File: src/rtl/tt_keyframe_pkg.sv
// Shared types and constants for the serial key-frame receiver.
// Defining TT_KEYFRAME_PARITY_EN adds an even-parity bit after the data nibble.
package tt_keyframe_pkg;

  localparam int NIBBLE_W       = 4;
  localparam int DEF_BIT_CYCLES = 4;

  typedef enum logic [2:0] {
    ST_IDLE   = 3'd0,
    ST_START  = 3'd1,
    ST_DATA   = 3'd2,
`ifdef TT_KEYFRAME_PARITY_EN
    ST_PARITY = 3'd3,
`endif
    ST_STOP   = 3'd4,
    ST_LOAD   = 3'd5
  } kf_state_e;

`ifdef TT_KEYFRAME_PARITY_EN
  // Even parity: data bits plus parity bit must XOR to zero.
  function automatic logic parity_ok(input logic [NIBBLE_W-1:0] data, input logic par);
    return ~(^{data, par});
  endfunction
`endif

endpackage

File: src/rtl/tt_keyframe_bittimer.sv
// Bit-period counter: mid_tick half a bit after clear, end_tick every full bit.
module tt_keyframe_bittimer
  import tt_keyframe_pkg::*;
#(
  parameter int BIT_CYCLES = DEF_BIT_CYCLES
) (
  input  logic clk,
  input  logic rst_n,
  input  logic clear,
  output logic mid_tick,
  output logic end_tick
);

  localparam int CNT_W = $clog2(BIT_CYCLES);
  localparam logic [CNT_W-1:0] MID_CNT = CNT_W'(BIT_CYCLES / 2 - 1);
  localparam logic [CNT_W-1:0] END_CNT = CNT_W'(BIT_CYCLES - 1);

  logic [CNT_W-1:0] cnt_r;

  // Free-running bit counter, restarted on every state change
  always_ff @(posedge clk or negedge rst_n) begin
    if (!rst_n) begin
      cnt_r <= '0;
    end else if (clear || (cnt_r == END_CNT)) begin
      cnt_r <= '0;
    end else begin
      cnt_r <= cnt_r + CNT_W'(1);
    end
  end

  assign mid_tick = (cnt_r == MID_CNT);
  assign end_tick = (cnt_r == END_CNT);

endmodule

File: src/rtl/tt_keyframe_ctrl.sv
// Serial key-frame receiver: start bit (high), 4 data bits MSB first, optional
// even parity (TT_KEYFRAME_PARITY_EN), stop bit (low); valid/ready output nibble.
module tt_keyframe_ctrl #(
  parameter int BIT_CYCLES = tt_keyframe_pkg::DEF_BIT_CYCLES,
  parameter int NIBBLE_W   = tt_keyframe_pkg::NIBBLE_W
) (
  input  logic                clk,
  input  logic                rst_n,
  input  logic                en,
  input  logic                num,
  input  logic                ready,
  output logic [NIBBLE_W-1:0] samplednum,
  output logic                valid,
  output logic                sample,
  output logic                busy,
  output logic                err,
  output logic                overrun
);
  import tt_keyframe_pkg::*;

  localparam int BCNT_W = $clog2(NIBBLE_W);
  localparam logic [BCNT_W-1:0] LAST_BIT = BCNT_W'(NIBBLE_W - 1);

  kf_state_e           state_r, state_next_s;
  logic [1:0]          num_sync_r;
  logic                num_s;
  logic [BCNT_W-1:0]   bit_cnt_r;
  logic [NIBBLE_W-1:0] shift_r, samplednum_r;
  logic                valid_r, sample_r, busy_r, err_r, overrun_r;
  logic                shift_en_s, bit_clr_s, load_s, ovr_set_s, err_set_s;
  logic                mid_tick_s, end_tick_s, timer_clr_s;

  assign num_s       = num_sync_r[1];
  assign timer_clr_s = (state_next_s != state_r);

  tt_keyframe_bittimer #(.BIT_CYCLES(BIT_CYCLES)) u_bittimer (
    .clk      (clk),
    .rst_n    (rst_n),
    .clear    (timer_clr_s),
    .mid_tick (mid_tick_s),
    .end_tick (end_tick_s)
  );

  // Two-flop synchronizer for the asynchronous key line
  always_ff @(posedge clk or negedge rst_n) begin
    if (!rst_n) begin
      num_sync_r <= 2'b00;
    end else begin
      num_sync_r <= {num_sync_r[0], num};
    end
  end

  // State register
  always_ff @(posedge clk or negedge rst_n) begin
    if (!rst_n) begin
      state_r <= ST_IDLE;
    end else begin
      state_r <= state_next_s;
    end
  end

  // Next-state and datapath control decode
  always_comb begin
    state_next_s = state_r;
    shift_en_s   = 1'b0;
    bit_clr_s    = 1'b0;
    load_s       = 1'b0;
    ovr_set_s    = 1'b0;
    err_set_s    = 1'b0;
    if (!en) begin
      state_next_s = ST_IDLE;
    end else begin
      case (state_r)
        ST_IDLE: begin
          if (num_s) begin
            state_next_s = ST_START;
            bit_clr_s    = 1'b1;
          end else begin
            state_next_s = ST_IDLE;
          end
        end
        ST_START: begin
          if (mid_tick_s) begin
            state_next_s = num_s ? ST_DATA : ST_IDLE;
          end else begin
            state_next_s = ST_START;
          end
        end
        ST_DATA: begin
          if (end_tick_s) begin
            shift_en_s = 1'b1;
            if (bit_cnt_r == LAST_BIT) begin
`ifdef TT_KEYFRAME_PARITY_EN
              state_next_s = ST_PARITY;
`else
              state_next_s = ST_STOP;
`endif
            end else begin
              state_next_s = ST_DATA;
            end
          end else begin
            state_next_s = ST_DATA;
          end
        end
`ifdef TT_KEYFRAME_PARITY_EN
        ST_PARITY: begin
          if (end_tick_s) begin
            if (parity_ok(shift_r, num_s)) begin
              state_next_s = ST_STOP;
            end else begin
              err_set_s    = 1'b1;
              state_next_s = ST_IDLE;
            end
          end else begin
            state_next_s = ST_PARITY;
          end
        end
`endif
        ST_STOP: begin
          if (end_tick_s) begin
            if (!num_s) begin
              state_next_s = ST_LOAD;
            end else begin
              err_set_s    = 1'b1;
              state_next_s = ST_IDLE;
            end
          end else begin
            state_next_s = ST_STOP;
          end
        end
        ST_LOAD: begin
          // A pending, unconsumed nibble wins over the new frame
          if (!valid_r || ready) begin
            load_s = 1'b1;
          end else begin
            ovr_set_s = 1'b1;
          end
          state_next_s = ST_IDLE;
        end
        default: begin
          state_next_s = ST_IDLE;
        end
      endcase
    end
  end

  // Shift register, output nibble, handshake and sticky flags
  always_ff @(posedge clk or negedge rst_n) begin
    if (!rst_n) begin
      bit_cnt_r    <= '0;
      shift_r      <= '0;
      samplednum_r <= '0;
      valid_r      <= 1'b0;
      sample_r     <= 1'b0;
      busy_r       <= 1'b0;
      err_r        <= 1'b0;
      overrun_r    <= 1'b0;
    end else begin
      if (bit_clr_s) begin
        bit_cnt_r <= '0;
        shift_r   <= '0;
      end else if (shift_en_s) begin
        bit_cnt_r <= bit_cnt_r + BCNT_W'(1);
        shift_r   <= {shift_r[NIBBLE_W-2:0], num_s};
      end
      if (load_s) begin
        samplednum_r <= shift_r;
        valid_r      <= 1'b1;
      end else if (valid_r && ready) begin
        valid_r <= 1'b0;
      end
      sample_r <= load_s;
      busy_r   <= (state_next_s != ST_IDLE);
      if (!en) begin
        err_r     <= 1'b0;
        overrun_r <= 1'b0;
      end else begin
        err_r     <= err_r | err_set_s;
        overrun_r <= overrun_r | ovr_set_s;
      end
    end
  end

  assign samplednum = samplednum_r;
  assign valid      = valid_r;
  assign sample     = sample_r;
  assign busy       = busy_r;
  assign err        = err_r;
  assign overrun    = overrun_r;

endmodule

File: config.mk
export PLATFORM = sky130hd
export DESIGN_NAME = tt_keyframe_ctrl
export DESIGN_NICKNAME = d
export VERILOG_FILES = /design/src/rtl/tt_keyframe_pkg.sv /design/src/rtl/tt_keyframe_bittimer.sv /design/src/rtl/tt_keyframe_ctrl.sv
export SDC_FILE = /design/constraint.sdc
export NUM_CORES = 1
export LEC_CHECK = 0
export ABC_AREA = 1
export ABC_CLOCK_PERIOD_IN_PS = 1160
export BUFFER_PORTS_ARGS = -buffer_cell sky130_fd_sc_hd__buf_4
export CAP_MARGIN = 10
export CORE_ASPECT_RATIO = 0.8
export CORE_UTILIZATION = 49
export CTS_CLUSTER_SIZE = 10
export DETAILED_ROUTE_END_ITERATION = 12
export PLACE_DENSITY_LB_ADDON = 0.05
export SYNTH_ARGS = -nofsm -noshare
export SYNTH_HDL_FRONTEND = slang
export SYNTH_SLANG_ARGS = --single-unit
File: constraint.sdc
create_clock -name clk -period 1.16 [get_ports clk]
set_input_delay 0.058 -clock clk [delete_from_list [all_inputs] [get_ports clk]]
set_output_delay 0.058 -clock clk [all_outputs]
set_load 0.05 [all_outputs]
==> results of run 1 <==
==> sequential cells by signal, summed over array words and instances, names as in the netlist <==
signal	flops
u_bittimer.cnt_r	2
overrun	1
busy	1
num_sync_r	2
sample	1
valid	1
err	1
shift_r	4
samplednum	4
bit_cnt_r	2
state_r	3
==> layout by cell type (no fill, tap or decap), types with 3 or more instances in the layout <==
master	instances
buf_4	30
buf_6	3
clkbuf_4	3
dfrtp_1	18
dfrtp_2	4
dlygate4sd3_1	3
inv_1	12
inv_2	6
nand2_1	17
nand2_2	3
nand3_1	9
nand3_2	8
nor2_1	3
nor2_4	4
o21ai_1	7
==> worst max-delay path, delay by kind of cell, from the launching register on <==
kind,cells,cell delay [ns]
fa+ha+maj,1,0.19
simple gates,7,0.72
flops,1,0.44
==> through the flow <==
step	setup slack, ns	hold WS [ns]
after detailed placement	-0.2542	-0.04177
after floorplan	-0.09370	-0.2376
after global placement	-0.2557	-0.04298
after global routing	-0.3646	0.03944
after CTS	-0.2295	0.03652
final	-0.2577	0.04816
==> timing repair <==
item | in CTS | in global routing
buffers inserted | 6 | 4
endpoints found under the hold margin | 24 | 0
resized for setup | 22 | 10
endpoints found under the setup margin | 17 | 18
hold buffers | 3 | 0
pin swaps | 7 | 8
==> worst paths after layout <==
| path | slack [ns] | to | depth (start not counted) |
|---|---|---|---|
| min reg2reg | 0.37 | num_sync_r[1]$_DFF_PN0_ | 0 |
| max reg2reg | -0.26 | u_bittimer.cnt_r[1]$_DFF_PN0_ | 8 |
| max | -0.26 | u_bittimer.cnt_r[1]$_DFF_PN0_ | 8 |
| min | 0.05 | err$_DFF_PN0_ | 2 |
| max in group asynchronous | 0.77 | state_r[1]$_DFF_PN0_ | 2 |
| min in group asynchronous | 0.16 | sample$_DFF_PN0_ | 2 |
==> synthesized netlist by cell type, drive strengths merged <==
| cell | number | area [sq um] |
|---|---|---|
| nor2 | 7 | 43.79 |
| o22ai | 2 | 12.51 |
| nor4 | 1 | 6.260 |
| nand3 | 17 | 100.1 |
| nand2 | 20 | 77.58 |
| nand4 | 2 | 12.51 |
| o21a | 1 | 7.510 |
| nor3 | 2 | 10.01 |
| dfrtp | 22 | 550.5 |
| inv | 18 | 67.56 |
| buf | 2 | 22.52 |
| nand3b | 1 | 7.510 |
| ha | 3 | 37.54 |
| o21ai | 9 | 45.04 |
==> power by group <==
| part | leakage, nW | switching [mW] | total (mW) | internal [mW] |
|---|---|---|---|---|
| registers | 0.288 | 0.0761 | 0.919 | 0.843 |
| clock network | 0.0210 | 0.225 | 0.417 | 0.192 |
| logic | 0.409 | 0.295 | 0.577 | 0.283 |
==> layer usage <==
metal	routed length (um)	GRT usage, %	vias to the layer above
met4	19	7.895	0
met3	101	7.246	2
met1	974	28.90	376
met5	0	0	-
li1	-	-	426
met2	933	32.91	18
==> cell type report <==
| cell class | instances | area, sq um |
|---|---|---|
| flip-flops and latches | 22 | 555.5 |
| fillers | 145 | 457.9 |
| multi-input cells | 65 | 452.9 |
| repair buffers | 37 | 309.0 |
| inverters | 18 | 67.56 |
| clock buffers | 4 | 36.28 |
| well taps | 24 | 30.03 |
==> logic make-up after synthesis <==
logic type,Yosys count,share of synthesized area [%]
buf+inv,20,8.999
flops,22,55.00
compound gates,12,6.500
simple gates,50,25.75
fa+ha+maj,3,3.750
==> impl_metrics.tcl, run 1 <==
set metrics [dict create \
    rsz0062_at_grt "yes" \
    drt-wirelength-per-cell_um 11.94 \
    p_leak_nw 0.7182 \
    arrival_ns 1.65 \
    finish.utilization_pct 76.02 \
    total_power_mw 1.913 \
    powerDensity_nw_per_um2 1318 \
    ant_nets 0 \
    routed_via_density 4.835 \
    place_congestion 0.8189 \
    grt_max_degree 23 \
    fin_ws_ns -0.2577 \
    drt-total-wl_mm 2.029 \
    status "finished with violations" \
    fin_crit_sh_pct 122.2 \
    critPathSlowestCell "dfrtp_1" \
    period_minus_slack_ns 1.418 \
    drc 0 \
    ir_drop_mv 1.119 \
    hold_violations 0 \
    grt_pass1_wl_mm 3.415 \
    antenna_found_initial 0 \
    clk_latency_ns 0.31 \
    hpwlAfterDp_mm 1.320 \
    failed_checks "setup timing" \
    core_area_sq_um 1909 \
    first_global_vias 796 \
    setup_viol 17 \
    ys_seq_elements 22 \
    tightestPinTransition_ns 0.2756 \
    drive_gt1_share_pct 47.95 \
    avgSynthCellArea_sq_um 9.355 \
    first_iter_violations 21 \
    die_w_um 52.53 \
    clockBufferDepth 2 \
    final-max-slew-violation-count 0 \
    area_growth_pct 45.00 \
    synth_area_sq_um 1001 \
    startpoint "u_bittimer.cnt_r[0]$_DFF_PN0_" \
    placed_area_sq_um 1210 \
    port-buffer-count 13 \
    yosysWarnings 0 \
    final_cell_area_sq_um 1451 \
    numClockSinks 22 \
    diodes 0 \
    grt.overflow.total 0 \
    critPathRequiredTime_ns 1.39 \
    pin_count 14 \
    synth_nets 115 \
    dr.pass1.iters 4 \
    syn_inst 107 \
    max_freq_mhz 705.3 \
    cts_buffers 3 \
    die_area_sq_um 2229 \
    tns_ns -1.037 \
    detailroute.via_count 822 \
    synth-seq-area-share_pct 55.00 \
    std_cell_rows 14 \
    min_from "en" \
    cp_max_fo 4 \
    r2r_start "u_bittimer.cnt_r[0]$_DFF_PN0_" \
    slowest_delay_ns 0.44 \
    cts_tree "yes" \
    max_slew_margin_pct 81.63 \
    layout.cells.non_filler 170 \
    yosys.cell_types.count 20 \
    num-nets-final 155 \
    start_util_pct 52.42 \
    dp.cells 155 \
    worstSetupPathType "register to register" \
    fp.dieH_um 42.43 \
    clkTransAtPathRegs_ns 0.12 \
    track_usage_pct 21.79 \
    htree_levels 1 \
    crit_path_frequent_cell "nand2_1" \
    fin_worst_skew_ns 0.006875 \
    cts_root_buf "clkbuf_4" \
    start_kind "register" \
    min_path_type "primary input to register" \
    maxCapViolCount 0 \
    cp-end-kind "register" \
    cp_cell_sequence "ha_4 -> nand2_2 -> nand3b_1 -> nand2_1 -> nand2_1 -> nand2_1 -> nand3_2 -> nor3_2" \
]
(Power assumes the default switching activity.)
==> run 2, diff against run 1 <==
--- a/config.mk
+++ b/config.mk
@@ -11,9 +11,9 @@
 export CAP_MARGIN = 10
 export CORE_ASPECT_RATIO = 0.8
 export CORE_UTILIZATION = 49
-export CTS_CLUSTER_SIZE = 10
 export DETAILED_ROUTE_END_ITERATION = 12
 export PLACE_DENSITY_LB_ADDON = 0.05
+export RECOVER_POWER = 25
 export SYNTH_ARGS = -nofsm -noshare
 export SYNTH_HDL_FRONTEND = slang
 export SYNTH_SLANG_ARGS = --single-unit
==> impl_metrics.tcl, run 2 (synthesized netlist as in run 1, its figures left out) <==
set metrics [dict create \
    detailroute.via_count 822 \
    core_area_sq_um 1909 \
    die_area_sq_um 2229 \
    start_util_pct 52.42 \
    status "finished with violations" \
    cp_num_buf_inv 0 \
    std_cell_rows 14 \
    p_leak_nw 0.7175 \
    powerDensity_nw_per_um2 1320 \
    first_iter_violations 21 \
    htree_levels 1 \
    final_common_cell "buf_4" \
    area_growth_pct 44.75 \
    failed_checks "setup timing" \
    multi_input_area_sq_um 452.9 \
    routed_via_density 4.835 \
    crit_end "u_bittimer.cnt_r[1]$_DFF_PN0_" \
    rrSetupSlack_ns -0.26 \
    crit_path_frequent_cell "nand2_1" \
    period_minus_slack_ns 1.418 \
    min_path_type "primary input to register" \
    hpwlAfterDp_mm 1.320 \
    drt-wirelength-per-cell_um 11.93 \
    cp-end-kind "register" \
    dr.pass1.iters 4 \
    worstSetupPathType "register to register" \
    cp_max_fo 4 \
    final-max-slew-violation-count 0 \
    critPathSlowestCell "dfrtp_1" \
    clockBufferDepth 2 \
    path_delay_family "simple AND/OR/NAND/NOR gates" \
    hold_slack_ns 0.04816 \
    max_slew_margin_pct 64.16 \
    fin_worst_skew_ns 0.006875 \
    ant_nets 0 \
    grt_pass1_wl_mm 3.415 \
    path_depth 8 \
    fillers 146 \
    finish.utilization_pct 75.88 \
    num-nets-final 155 \
    r2r_start "u_bittimer.cnt_r[0]$_DFF_PN0_" \
    rsz0062_at_grt "yes" \
    first_global_vias 796 \
    grt.overflow.total 0 \
    place_ws_ns -0.2542 \
    fin_ws_ns -0.2577 \
    cts_buffers 3 \
    port-buffer-count 13 \
    layout.cells.non_filler 170 \
    clkTransAtPathRegs_ns 0.12 \
    arrival_ns 1.65 \
    fp.dieH_um 42.43 \
    numClockSinks 22 \
    track_usage_pct 21.79 \
    startpoint "u_bittimer.cnt_r[0]$_DFF_PN0_" \
    ff_latch_area_sq_um 555.5 \
    maxCapViolCount 0 \
    antenna_found_initial 0 \
    hold_violations 0 \
    cts_root_buf "clkbuf_4" \
    cp_cell_sequence "ha_4 -> nand2_2 -> nand3b_1 -> nand2_1 -> nand2_1 -> nand2_1 -> nand3_2 -> nor3_2" \
    pin_count 14 \
    slowest_delay_ns 0.44 \
    ff2ff_path_depth 8 \
    cts_tree "yes" \
    fin_crit_sh_pct 122.2 \
    max_freq_mhz 705.3 \
    drc 0 \
    drive_gt1_share_pct 47.95 \
    die_w_um 52.53 \
    rr_endpoint "u_bittimer.cnt_r[1]$_DFF_PN0_" \
    dp.cells 155 \
    start_kind "register" \
    critPathRequiredTime_ns 1.39 \
    diodes 0 \
    clk_latency_ns 0.31 \
    drt-total-wl_mm 2.028 \
    setup_viol 17 \
    grt_max_degree 23 \
    place_congestion 0.8189 \
    ir_drop_mv 1.119 \
    tightestPinTransition_ns 0.5376 \
    mostFrequentLayoutCells "buf_4 (29), dfrtp_1 (18), nand2_1 (17), inv_1 (12), nand3_1 (9)" \
]
[run 2: cell count changes in the layout (fill, tap and decap cells not counted), sizes merged]
| cell | change |
|---|---|
| buf | -1 |
| clkbuf | +1 |
[run 2: layout make-up]
cell class	instances	area share [%]
clock buffers	4	2.504
inverters	18	4.663
multi-input cells	65	31.26
flip-flops and latches	22	38.34
well taps	24	2.073
repair buffers	37	21.16
[run 2: worst min-delay path by stage]
stage / from / end / slack [ns] / cells after the start
finish: en / err$_DFF_PN0_ / 0.05 / 2
global route: en / err$_DFF_PN0_ / 0.04 / 2
CTS: en / err$_DFF_PN0_ / 0.04 / 2
detailed placement: rst_n / sample$_DFF_PN0_ / -0.04 / 1
global placement: rst_n / sample$_DFF_PN0_ / -0.04 / 1
floorplan: rst_n / bit_cnt_r[0]$_DFFE_PN0P_ / -0.24 / 0
[run 2: what timing repair did]
action	4_1_cts	5_1_grt
setup endpoints to repair	17	18
pin swaps	7	8
resized for setup	22	10
endpoints found under the hold margin	24	0
cloned	0	0
buffers inserted	6	4
hold buffers	3	0
[run 2: metal layers]
layer	global-route usage [%]	part of all wire, %	up-vias
met5	0	0	-
met3	7.246	5.0	2
li1	-	-	426
met1	28.90	48	376
met2	32.91	46	18
met4	7.895	0.94	0
[run 2: power by group]
group	total (mW)	switching, mW	leakage, nW	internal (mW)
sequential	0.919	0.0761	0.288	0.843
clock	0.417	0.225	0.0210	0.192
combinational	0.576	0.295	0.408	0.281
[run 2: metrics by stage]
stage / setup TNS, ns / cell area [sq um] / power [mW]
finish: -1.036 / 1449 / 1.912
global route: -2.731 / 1449 / 2.021
CTS: -1.111 / 1394 / 1.863
detailed placement: -1.745 / 1210 / 1.305
global placement: -1.602 / 1210 / 1.293
floorplan: -0.1874 / 1007 / 1.174
[run 2: worst register-to-register path, delay by kind of cell (launching register included)]
family | cells | cell delay [ns]
and+or+nand+nor | 7 | 0.73
DFF | 1 | 0.44
adders and majority gates | 1 | 0.19
==> run 3, diff against run 2 <==
--- a/config.mk
+++ b/config.mk
@@ -7,13 +7,14 @@
 export LEC_CHECK = 0
 export ABC_AREA = 1
 export ABC_CLOCK_PERIOD_IN_PS = 1160
-export BUFFER_PORTS_ARGS = -buffer_cell sky130_fd_sc_hd__buf_4
 export CAP_MARGIN = 10
 export CORE_ASPECT_RATIO = 0.8
-export CORE_UTILIZATION = 49
+export CORE_UTILIZATION = 54
 export DETAILED_ROUTE_END_ITERATION = 12
+export DONT_BUFFER_PORTS = 1
 export PLACE_DENSITY_LB_ADDON = 0.05
 export RECOVER_POWER = 25
+export REMOVE_ABC_BUFFERS = 1
 export SYNTH_ARGS = -nofsm -noshare
 export SYNTH_HDL_FRONTEND = slang
 export SYNTH_SLANG_ARGS = --single-unit
==> impl_metrics.tcl, run 3 (synthesized netlist as in run 1, its figures left out) <==
set metrics [dict create \
    ff2ff_path_depth 10 \
    detailroute.via_count 877 \
    start_kind "register" \
    fin_crit_sh_pct 128.4 \
    hold_violations 31 \
    critPathRequiredTime_ns 1.41 \
    hold_end "err$_DFF_PN0_" \
    holdBufCountCts 3 \
    final_common_cell "buf_4" \
    max_freq_mhz 671.6 \
    die_w_um 50.14 \
    drive_gt1_share_pct 53.96 \
    status "finished with violations" \
    dr.pass1.iters 4 \
    routed_via_density 5.447 \
    drc 0 \
    max_slew_margin_pct 20.07 \
    place_congestion 0.8311 \
    pin_count 14 \
    ir_drop_mv 1.278 \
    period_minus_slack_ns 1.489 \
    total_power_mw 1.988 \
    min_from "en" \
    cts_tree "yes" \
    min_path_type "primary input to register" \
    layout.cells.non_filler 161 \
    antenna_found_initial 0 \
    hpwlAfterDp_mm 1.417 \
    std_cell_rows 13 \
    failed_checks "hold timing, setup timing" \
    ant_nets 0 \
    arrival_ns 1.74 \
    cts_buffers 3 \
    clk_latency_ns 0.32 \
    num-nets-final 148 \
    diodes 0 \
    fp.dieH_um 40.51 \
    clkTransAtPathRegs_ns 0.12 \
    grt.overflow.total 0 \
    grt_pass1_wl_mm 3.732 \
    fin_ws_ns -0.3291 \
    p_leak_nw 0.7008 \
    grt_max_degree 23 \
    rr_endpoint "u_bittimer.cnt_r[0]$_DFF_PN0_" \
    mostFrequentLayoutCells "buf_4 (24), dfrtp_1 (19), nand3_2 (11), nand2_2 (11), inv_1 (11)" \
    hold_depth 1 \
    htree_levels 1 \
    setup_viol 17 \
    cts_root_buf "clkbuf_4" \
    clockBufferDepth 2 \
    track_usage_pct 27.06 \
    port-buffer-count 0 \
    fin_worst_skew_ns 0.01040 \
    rrSetupSlack_ns -0.33 \
    drt-wirelength-per-cell_um 15.22 \
    hold_slack_ns -0.1670 \
    core_area_sq_um 1675 \
    rsz0062_at_grt "yes" \
    dp.cells 146 \
    tightestPinTransition_ns 1.199 \
    first_iter_violations 9 \
    r2r_start "u_bittimer.cnt_r[0]$_DFF_PN0_" \
    final-max-slew-violation-count 0 \
    cp_max_fo 3 \
    start_util_pct 59.75 \
    area_growth_pct 40.38 \
    first_global_vias 849 \
    powerDensity_nw_per_um2 1415 \
    die_area_sq_um 2031 \
    drt-total-wl_mm 2.451 \
    worstSetupPathType "register to register" \
    cp-end-kind "register" \
    maxCapViolCount 0 \
    numClockSinks 22 \
]
==> run 3: cell types whose count changed in the layout (fill, tap and decap cells not counted), moves of 2 or more <==
cell	change
nand2_1	-9
nand2_2	+8
buf_4	-5
nand3_1	-3
nand3_2	+3
o21ai_1	-2
o21ai_2	+2
==> run 3: critical path, cell delays in order, from the launching register on <==
cell and delay, ns:
dfrtp_1 0.46, ha_2 0.21, nand2_2 0.08, inv_2 0.04, nand3_2 0.07, nand2_2 0.08
nand2_2 0.08, nand2_1 0.06, nand2_2 0.07, nand3_2 0.10, nor3_2 0.17
==> run 3: final cells by class <==
class / instances / area [sq um]
well taps: 22 / 27.53
multi-input cells: 65 / 481.7
repair buffers: 30 / 237.7
clock buffers: 4 / 36.28
inverters: 18 / 67.56
flip-flops and latches: 22 / 554.3
fillers: 82 / 270.3
==> run 3: routing by layer <==
layer	vias up	share of wire, %	GRT usage (%)
li1	410	-	-
met1	424	44	29.48
met2	34	48	48.33
met3	9	5.3	7.576
met4	0	2.3	17.86
met5	-	0	0
==> run 3: worst max-delay path by stage <==
| stage | cells past startpoint | to | from |
|---|---|---|---|
| finish | 10 | u_bittimer.cnt_r[0]$_DFF_PN0_ | u_bittimer.cnt_r[0]$_DFF_PN0_ |
| global route | 10 | u_bittimer.cnt_r[0]$_DFF_PN0_ | u_bittimer.cnt_r[0]$_DFF_PN0_ |
| CTS | 11 | u_bittimer.cnt_r[0]$_DFF_PN0_ | u_bittimer.cnt_r[1]$_DFF_PN0_ |
| detailed placement | 8 | u_bittimer.cnt_r[1]$_DFF_PN0_ | u_bittimer.cnt_r[0]$_DFF_PN0_ |
| global placement | 8 | u_bittimer.cnt_r[1]$_DFF_PN0_ | u_bittimer.cnt_r[0]$_DFF_PN0_ |
| floorplan | 8 | u_bittimer.cnt_r[0]$_DFF_PN0_ | u_bittimer.cnt_r[0]$_DFF_PN0_ |
==> run 3: what timing repair did <==
action,in CTS,in global routing
pin swaps,9,12
resized for setup,22,28
buffers inserted,9,2
setup endpoints to repair,17,19
hold endpoints to repair,33,9
==> run 3: report_power, final <==
part | total [mW] | internal (mW) | switching, mW
logic | 0.614 | 0.302 | 0.312
clock network | 0.429 | 0.192 | 0.236
registers | 0.946 | 0.843 | 0.103
total | 1.99 | 1.34 | 0.651
==> run 3: through the flow <==
| step | setup TNS (ns) | instance area [sq um] | hold slack, ns | utilization, % | worst slack (ns) |
|---|---|---|---|---|---|
| floorplan | -0.4844 | 978.4 | -0.2376 | - | -0.1255 |
| global placement | -1.209 | 1149 | -0.2372 | 68.56 | -0.2061 |
| detailed placement | -1.792 | 1149 | -0.2372 | 68.56 | -0.2838 |
| CTS | -1.258 | 1338 | -0.1647 | 79.84 | -0.2547 |
| global route | -3.264 | 1405 | -0.1631 | 83.87 | -0.3844 |
| finish | -2.115 | 1405 | -0.1670 | 83.87 | -0.3291 |
